==> src/rtl/aha_tlx_train_pkg.sv <==
// Shared definitions for the TLX lane trainer: FSM encodings, width helper,
// and the parameter legality limits.
package aha_tlx_train_pkg;

    typedef enum logic [1:0] {
        ST_IDLE   = 2'b00,
        ST_TRAIN  = 2'b01,
        ST_FINISH = 2'b10
    } train_state_e;

    // Smallest legal training pattern and lock threshold.
    localparam int unsigned MIN_PAT_W       = 4;
    localparam int unsigned MIN_LOCK_THRESH = 1;

    // Bits needed to hold values 0..v-1 (at least one bit).
    function automatic int unsigned clog2(input int unsigned v);
        int unsigned r;
        r = 0;
        while ((r < 32) && ((64'(1) << r) < 64'(v))) begin
            r = r + 1;
        end
        return (r == 0) ? 1 : r;
    endfunction

endpackage

==> src/rtl/aha_tlx_lane_checker.sv <==
// One receive lane: shift register, pattern compare, phase/run tracking for
// word lock, and saturating match (and optionally missed-match) counters.
// Optional feature macro: AHA_TLX_TRAIN_ERRCNT_EN adds err_count_o.
module aha_tlx_lane_checker
    import aha_tlx_train_pkg::*;
#(
    parameter int unsigned PAT_W       = 32,
    parameter int unsigned CNT_W       = 32,
    parameter int unsigned LOCK_THRESH = 4
) (
    input  logic             clk_i,
    input  logic             rst_i,
    input  logic             shift_en_i,
    input  logic             clear_i,
    input  logic             fill_full_i,
    input  logic             d_i,
    input  logic [PAT_W-1:0] pattern_i,
    output logic             locked_o,
`ifdef AHA_TLX_TRAIN_ERRCNT_EN
    output logic [CNT_W-1:0] err_count_o,
`endif
    output logic [CNT_W-1:0] match_count_o
);

    localparam int unsigned PH_W  = clog2(PAT_W);
    localparam int unsigned RUN_W = clog2(LOCK_THRESH + 1);
    localparam logic [PH_W-1:0]  PH_LAST = PH_W'(PAT_W - 1);
    localparam logic [RUN_W-1:0] RUN_MAX = RUN_W'(LOCK_THRESH);

    logic [PAT_W-1:0] sr_q, sr_d;
    logic [PH_W-1:0]  ph_q, ph_d;
    logic [RUN_W-1:0] run_q, run_d;
    logic [CNT_W-1:0] mcnt_q, mcnt_d;
    logic             locked_q;
    logic             match_c;
    logic             slot_c;
`ifdef AHA_TLX_TRAIN_ERRCNT_EN
    logic [CNT_W-1:0] ecnt_q, ecnt_d;
`endif

    // Compare on the registered window; slot_c marks where the next aligned match is due.
    assign match_c = fill_full_i && (sr_q == pattern_i);
    assign slot_c  = (ph_q == PH_LAST);

    // Next-state for window, phase, run length and counters; clear wins over shifting.
    always_comb begin
        sr_d   = sr_q;
        ph_d   = ph_q;
        run_d  = run_q;
        mcnt_d = mcnt_q;
`ifdef AHA_TLX_TRAIN_ERRCNT_EN
        ecnt_d = ecnt_q;
`endif
        if (clear_i) begin
            sr_d   = '0;
            ph_d   = '0;
            run_d  = '0;
            mcnt_d = '0;
`ifdef AHA_TLX_TRAIN_ERRCNT_EN
            ecnt_d = '0;
`endif
        end else if (shift_en_i) begin
            sr_d = {d_i, sr_q[PAT_W-1:1]};
            if (match_c) begin
                ph_d = '0;
                if ((run_q != '0) && slot_c) begin
                    run_d = (run_q == RUN_MAX) ? RUN_MAX : run_q + RUN_W'(1);
                end else begin
                    run_d = RUN_W'(1);
                end
                if (mcnt_q != '1) begin
                    mcnt_d = mcnt_q + CNT_W'(1);
                end
            end else begin
                ph_d = slot_c ? '0 : ph_q + PH_W'(1);
                if (slot_c) begin
                    run_d = '0;
                end
`ifdef AHA_TLX_TRAIN_ERRCNT_EN
                if (slot_c && (run_q != '0) && (ecnt_q != '1)) begin
                    ecnt_d = ecnt_q + CNT_W'(1);
                end
`endif
            end
        end
    end

    // Lane state registers with synchronous reset.
    always_ff @(posedge clk_i) begin
        if (rst_i) begin
            sr_q     <= '0;
            ph_q     <= '0;
            run_q    <= '0;
            mcnt_q   <= '0;
            locked_q <= 1'b0;
`ifdef AHA_TLX_TRAIN_ERRCNT_EN
            ecnt_q   <= '0;
`endif
        end else begin
            sr_q     <= sr_d;
            ph_q     <= ph_d;
            run_q    <= run_d;
            mcnt_q   <= mcnt_d;
            locked_q <= (run_d >= RUN_MAX);
`ifdef AHA_TLX_TRAIN_ERRCNT_EN
            ecnt_q   <= ecnt_d;
`endif
        end
    end

    assign locked_o      = locked_q;
    assign match_count_o = mcnt_q;
`ifdef AHA_TLX_TRAIN_ERRCNT_EN
    assign err_count_o   = ecnt_q;
`endif

endmodule

==> src/rtl/aha_tlx_lane_trainer.sv <==
// Multi-lane TLX receive training checker: START/CLEAR edge detect, run FSM,
// bit index / window fill / word counters, and one lane checker per lane.
// Optional feature macro: AHA_TLX_TRAIN_ERRCNT_EN adds the ERR_COUNT port.
module aha_tlx_lane_trainer
    import aha_tlx_train_pkg::*;
#(
    parameter int unsigned LANES       = 4,
    parameter int unsigned PAT_W       = 32,
    parameter int unsigned CNT_W       = 32,
    parameter int unsigned LOCK_THRESH = 4
) (
    input  logic                   CLK,
    input  logic                   RESET,
    input  logic [LANES-1:0]       D_IN,
    input  logic                   START,
    input  logic                   CLEAR,
    input  logic [PAT_W-1:0]       PATTERN,
    input  logic [CNT_W-1:0]       LENGTH,
    input  logic                   AUTO_STOP,
    output logic                   DONE,
    output logic                   ACTIVE,
    output logic [LANES-1:0]       LOCKED,
`ifdef AHA_TLX_TRAIN_ERRCNT_EN
    output logic [LANES*CNT_W-1:0] ERR_COUNT,
`endif
    output logic [LANES*CNT_W-1:0] MATCH_COUNT
);

    localparam int unsigned IDX_W  = clog2(PAT_W);
    localparam int unsigned FILL_W = clog2(PAT_W + 1);
    localparam logic [IDX_W-1:0]  IDX_LAST  = IDX_W'(PAT_W - 1);
    localparam logic [FILL_W-1:0] FILL_FULL = FILL_W'(PAT_W);

    // Reject illegal configurations at elaboration.
    if ((PAT_W < MIN_PAT_W) || (LOCK_THRESH < MIN_LOCK_THRESH)) begin : g_param_err
        $error("aha_tlx_lane_trainer: illegal PAT_W or LOCK_THRESH");
    end

    train_state_e      state_q, state_d;
    logic              start_q, clear_q;
    logic              done_q, done_d;
    logic [IDX_W-1:0]  idx_q, idx_d;
    logic [FILL_W-1:0] fill_q, fill_d;
    logic [CNT_W-1:0]  words_q, words_d;
    logic              st_c, cl_c, restart_c, stop_c, train_c;

    assign st_c      = START & ~start_q;
    assign cl_c      = CLEAR & ~clear_q;
    assign restart_c = st_c | cl_c;
    assign train_c   = (state_q == ST_TRAIN);
    assign stop_c    = AUTO_STOP && (words_q == LENGTH);

    // Run FSM next-state and sticky DONE; CLEAR outranks START in every state.
    always_comb begin
        state_d = state_q;
        done_d  = done_q;
        if (cl_c) begin
            state_d = ST_IDLE;
            done_d  = 1'b0;
        end else if (st_c) begin
            state_d = ST_TRAIN;
            done_d  = 1'b0;
        end else begin
            case (state_q)
                ST_IDLE:   state_d = ST_IDLE;
                ST_TRAIN: begin
                    if (stop_c) begin
                        state_d = ST_FINISH;
                        done_d  = 1'b1;
                    end
                end
                ST_FINISH: state_d = ST_IDLE;
                default:   state_d = ST_IDLE;
            endcase
        end
    end

    // Bit index, window fill and word counters advance only while training.
    always_comb begin
        idx_d   = idx_q;
        fill_d  = fill_q;
        words_d = words_q;
        if (restart_c) begin
            idx_d   = '0;
            fill_d  = '0;
            words_d = '0;
        end else if (train_c) begin
            idx_d = (idx_q == IDX_LAST) ? '0 : idx_q + IDX_W'(1);
            if (fill_q != FILL_FULL) begin
                fill_d = fill_q + FILL_W'(1);
            end
            if ((idx_q == IDX_LAST) && (words_q != '1)) begin
                words_d = words_q + CNT_W'(1);
            end
        end
    end

    // Control registers with synchronous reset.
    always_ff @(posedge CLK) begin
        if (RESET) begin
            state_q <= ST_IDLE;
            start_q <= 1'b0;
            clear_q <= 1'b0;
            done_q  <= 1'b0;
            idx_q   <= '0;
            fill_q  <= '0;
            words_q <= '0;
        end else begin
            state_q <= state_d;
            start_q <= START;
            clear_q <= CLEAR;
            done_q  <= done_d;
            idx_q   <= idx_d;
            fill_q  <= fill_d;
            words_q <= words_d;
        end
    end

    assign DONE   = done_q;
    assign ACTIVE = train_c && !stop_c;

    // One checker per lane sharing the common control.
    for (genvar i = 0; i < int'(LANES); i++) begin : g_lane
        aha_tlx_lane_checker #(
            .PAT_W       (PAT_W),
            .CNT_W       (CNT_W),
            .LOCK_THRESH (LOCK_THRESH)
        ) u_chk (
            .clk_i         (CLK),
            .rst_i         (RESET),
            .shift_en_i    (train_c),
            .clear_i       (restart_c),
            .fill_full_i   (fill_q == FILL_FULL),
            .d_i           (D_IN[i]),
            .pattern_i     (PATTERN),
            .locked_o      (LOCKED[i]),
`ifdef AHA_TLX_TRAIN_ERRCNT_EN
            .err_count_o   (ERR_COUNT[i*CNT_W +: CNT_W]),
`endif
            .match_count_o (MATCH_COUNT[i*CNT_W +: CNT_W])
        );
    end

endmodule
==> config.mk <==
export PLATFORM = sky130hd
export DESIGN_NAME = aha_tlx_lane_trainer
export DESIGN_NICKNAME = d
export VERILOG_FILES = /design/src/rtl/aha_tlx_train_pkg.sv /design/src/rtl/aha_tlx_lane_checker.sv /design/src/rtl/aha_tlx_lane_trainer.sv
export SDC_FILE = /design/constraint.sdc
export NUM_CORES = 1
export LEC_CHECK = 0
export CAP_MARGIN = 10
export CORE_MARGIN = 2
export CORE_UTILIZATION = 50
export DETAILED_ROUTE_END_ITERATION = 16
export PLACE_DENSITY = 0.73
export SYNTH_ARGS = -nofsm -noshare
export SYNTH_HDL_FRONTEND = slang
export SYNTH_SLANG_ARGS = --single-unit
==> constraint.sdc <==
create_clock -name CLK -period 8.35 [get_ports CLK]
set_input_delay 1.2525 -clock CLK [delete_from_list [all_inputs] [get_ports CLK]]
set_output_delay 1.2525 -clock CLK [all_outputs]
set_load 0.01 [all_outputs]
# Word level (Yosys, flattened, before mapping)
# Index checks and enable logic that the tools add are counted.
# W data, S select, Z words.
# word_totals
register_bits,340
input_bits,73
out_inout_bits,134
elab_cells,139
# classes
add_sub_neg,15
order_cmp,4
eq_ne,23
mux,36
n_bitwise,6
n_reduce_logical,27
# ops
op,n
$add A32 B1 Y32 const B,5
$eq A32 B32 Y1,5
$ne A32 B32 Y1 const B,5
$mux W3,24
$mux W5,9
$add A5 B1 Y5 const B,5
$eq A5 B5 Y1 const B,5
$add A3 B1 Y3 const B,4
$eq A3 B3 Y1 const B,4
$ge A3 B3 Y1 const B,4
$reduce_and A3 Y1,4
$reduce_bool A3 Y1,4
$logic_and A1 B1 Y1,11
$add A6 B1 Y6 const B,1
$eq A6 B6 Y1 const B,1
$ne A6 B6 Y1 const B,1
$reduce_and A2 Y1,3
$reduce_or A2 Y1,2
$reduce_or A4 Y1,1
$mux W1,3
$ne A3 B3 Y1 const B,1
$not A1 Y1,3
$reduce_or A3 Y1,1
$and A1 B1 Y1,2
3 further kinds,3

# Logic depth before layout (Yosys ltp)
# depth
depth_word,7
mapped_depth,12

# Cells and area by module
# Synthesis repeated with hierarchy kept, for this count alone.
# unflattened
hier_cells,1982
hier_area_um2,17165.2
# modules_own_cells
mod,instances,cells_per_inst,area_per_inst_um2,seq_area_each_um2
aha_tlx_lane_checker,4,409,3574.7,1441.4
aha_tlx_lane_trainer,1,346,2866.5,960.9

# Worst setup path after synthesis
# No wires, ideal clock.
# synth_timing
path_type,input port to output port
start,in LENGTH[10]
end,out ACTIVE
arrival_time_ns,2.515
setup_slack_ns,4.583
stages,7
cell_sequence,xnor2_1 > nand4_1 > nor4_1 > nand4_1 > or4_1 > nand2_1 > inv_1
# synth_via
elab_chain_cells,4
# synth_rtl
element,line_no,rtl
start: declaration,aha_tlx_lane_trainer.sv:18,"input logic [CNT_W-1:0] LENGTH,"
$eq A32 B32 Y1,aha_tlx_lane_trainer.sv:51,assign stop_c = AUTO_STOP && (words_q == LENGTH);
$logic_and A1 B1 Y1,aha_tlx_lane_trainer.sv:51,
$logic_not A1 Y1,aha_tlx_lane_trainer.sv:120,assign ACTIVE = train_c && !stop_c;
$logic_and A1 B1 Y1,aha_tlx_lane_trainer.sv:120,
end: declaration,aha_tlx_lane_trainer.sv:21,"output logic ACTIVE,"
# Every way passes these cells.

# Worst setup path in the final report
# layout_timing
start,in LENGTH[14]
end,out ACTIVE
# Same word-level chain as after synthesis.

==> results_dict.tcl <==
set metrics [dict create \
    mostFrequentLayoutCells "366 x nand2_1, 336 x dfxtp_1, 219 x a21oi_1, 206 x clkdlybuf4s50_1, 164 x xor2_1" \
    hold-worst-slack_ns 0.459 \
    leakagePower_nw 6.50 \
    portBuffers 206 \
    fp-row-count 65 \
    multi_input_area_mm2 0.00894 \
    dp_hpwl_mm 31.4 \
    start_kind "input pin" \
    grt_pass1_wl_mm 70.9 \
    synth.ff_latch_count 336 \
    clock_sinks 336 \
    power_frac_seq_pct 45.3 \
    cts_hold_buf 0 \
    gp_congestion 1.03 \
    nets 2262 \
    hold_viol 0 \
    swShare_pct 21.7 \
    ir_drop_v 0.000136 \
    criticalPathCategory "input pin to primary output" \
    syn_to_final_growth_pct 22.3 \
    synthesis.nets 2111 \
    clk_latency_ns 0.52 \
    syn_area_mm2 0.0162 \
    worst_pin_slew_ns 1.14 \
    yosysSeqAreaShare_pct 41.6 \
    path_clk_slew_ns 0.06 \
    crit_fanout 2 \
    drc 0 \
    fin_crit_ns 4.92 \
    place_area_mm2 0.0184 \
    synth_edf_count 0 \
    cts_buffer_depth 3 \
    max_clock_freq_ghz 0.203 \
    netlist_instances 2013 \
    synth.area.top_cells "dfxtp_1 42%, xor2_1 8.9%, nand2_1 8.5%" \
    initial_core_util_pct 51.0 \
    die_w_um 184 \
    fin_crit_sh_pct 58.9 \
    via_per_inst 5.76 \
    ctsHtreeMaxLevel 2 \
    cts_tree "yes" \
    cp-end-kind "primary output" \
    postCtsResizedCells 0 \
    hold_class "flip-flop to flip-flop" \
    synth_top_area_share_pct 41.6 \
    synth_flop_cell "dfxtp_1" \
    grt_pass1_vias 13800 \
    post-cts-setup-buffers 0 \
    dieArea_mm2 0.0338 \
    p_sw_mw 0.769 \
    insertedDiodeCount 0 \
    yosys_warnings 0 \
    cp.arrival_ns 3.67 \
    synth_cell_types 52 \
    wl_per_cell_um 17.1 \
    synth_top_cell_by_area "dfxtp_1" \
    vias 14900 \
    pwr-share-comb_pct 4.6 \
    chipHeight_um 184 \
    ctsRootBufferMaster "clkbuf_16" \
    fin_skew_ns 0.00835 \
    postRouteAntennaNets 0 \
    grt-ovfl-total 0 \
    syn_avg_cell_area_um2 8.03 \
    place_ws_ns 3.32 \
    grt_antenna_before_repair 0 \
    wl_mm 44.3 \
    async_flop_share_pct 0 \
    slew_viol_final 0 \
    setup-violations-final 0 \
    final_cell_area_mm2 0.0198 \
    cts_made_buffers 38 \
    finalSetupTns_ns 0 \
    seqCellArea_mm2 0.00673 \
    status "finished, final reports clean" \
    powerDensity_mw_per_mm2 179 \
    drive_gt1_share_pct 4.01 \
    ios 207 \
    nFillCells 2714 \
    cell_internal_pwr_mw 2.78 \
    drt_iter0_drc 1249 \
    clock_power_share_pct 50.1 \
    final_common_cell "nand2_1" \
    slew_headroom_pct 23.6 \
    core-area_mm2 0.0317 \
    grt_setup_unrepaired "false" \
    grt_max_degree 115 \
    track_usage_pct 25.6 \
    drtPass1Iterations 6 \
    cp.required_ns 7.10 \
    setup_slack_ns 3.43 \
    drv_cap 0 \
]
-- power by group through the flow --
| stage | logic (mW) | clock network [mW] | registers [mW] |
|---|---|---|---|
| detailed placement | 0.162 | 0 | 1.64 |
| finish | 0.164 | 1.78 | 1.61 |
| global route | 0.176 | 1.88 | 1.61 |
| floorplan | 0.0891 | 0 | 1.64 |
| global placement | 0.161 | 0 | 1.64 |
| CTS | 0.163 | 1.81 | 1.61 |
-- kinds of logic (layout without fill, tap and decap cells) --
| family | count (synthesis) | after routing | share of synthesized area (%) |
|---|---|---|---|
| AO/OA/AOI/OAI | 336 | 336 | 11.5 |
| XOR/XNOR | 261 | 261 | 14.1 |
| adder cells (fa/ha/maj) | 25 | 25 | 1.93 |
| buffers and inverters | 139 | 318 | 3.33 |
| flip-flops | 336 | 336 | 41.6 |
| multiplexers | 5 | 5 | 0.309 |
| AND/OR/NAND/NOR | 911 | 911 | 27.2 |
-- layer usage --
metal / global-route usage (%) / vias up / wire length, um
li1: - / 7272 / -
met1: 34.5 / 7031 / 19300
met2: 40.9 / 546 / 20200
met3: 5.11 / 89 / 3500
met4: 8.86 / 0 / 1360
met5: 0 / - / 0
-- Yosys cell counts, drive strengths merged (7+ instances only) --
library cell	n
clkbuf	86
or4	19
nand3	74
ha	25
xnor2	97
nor3	41
nand2b	9
nand2	366
nand4	77
o21ai	58
inv	35
and4	15
and2	11
a21oi	219
o31ai	15
nor4	50
dfxtp	336
a31oi	7
buf	18
or3	40
xor2	164
and3	39
nor2	142
o2111ai	8
nor2b	8
-- final timing paths --
check	endpoint	cells past startpoint	startpoint	slack, ns
hold reg to reg	g_lane[3].u_chk.ph_q[4]	2	g_lane[3].u_chk.ph_q[4]	0.46
setup / recovery	ACTIVE	9	LENGTH[14]	3.43
setup reg to reg	g_lane[3].u_chk.match_count_o[27]	7	g_lane[3].u_chk.sr_q[29]	4.65
hold / removal	g_lane[3].u_chk.ph_q[4]	2	g_lane[3].u_chk.ph_q[4]	0.46
-- state kept, by name, indices dropped and copies added (netlist names) --
| name | count |
|---|---|
| g_lane.u_chk.match_count_o | 128 |
| g_lane.u_chk.run_q | 8 |
| words_q | 32 |
| DONE | 1 |
| g_lane.u_chk.sr_q | 128 |
| g_lane.u_chk.locked_o | 4 |
| idx_q | 5 |
| g_lane.u_chk.ph_q | 20 |
| state_q | 2 |
| clear_q | 1 |
| start_q | 1 |
| fill_q | 6 |
-- critical path, cell delays in order --
cell	delay, ns
clkdlybuf4s50_1	0.47
xnor2_1	0.13
nand4_1	0.12
nor4_1	0.28
nand4_1	0.15
or4_1	0.58
nand2_1	0.15
inv_1	0.06
clkdlybuf4s50_1	0.47
-- final cells by class --
class	count	area share (%)
sequential	336	34.0
inverter	35	0.664
timing repair buffer	215	10.8
tap	402	2.54
multi-input combinational	1538	45.2
clock buffer	55	5.84
clock inverter	13	1.02
-- stage by stage --
stage	cells	power, mW	util [%]
final	2594	3.55	62.4
after global routing	2594	3.66	62.4
after CTS	2594	3.58	62.4
after detailed placement	2526	1.80	58.1
after global placement	2526	1.80	58.1
after floorplan	2013	1.73	-
(Power assumes the default switching activity.)
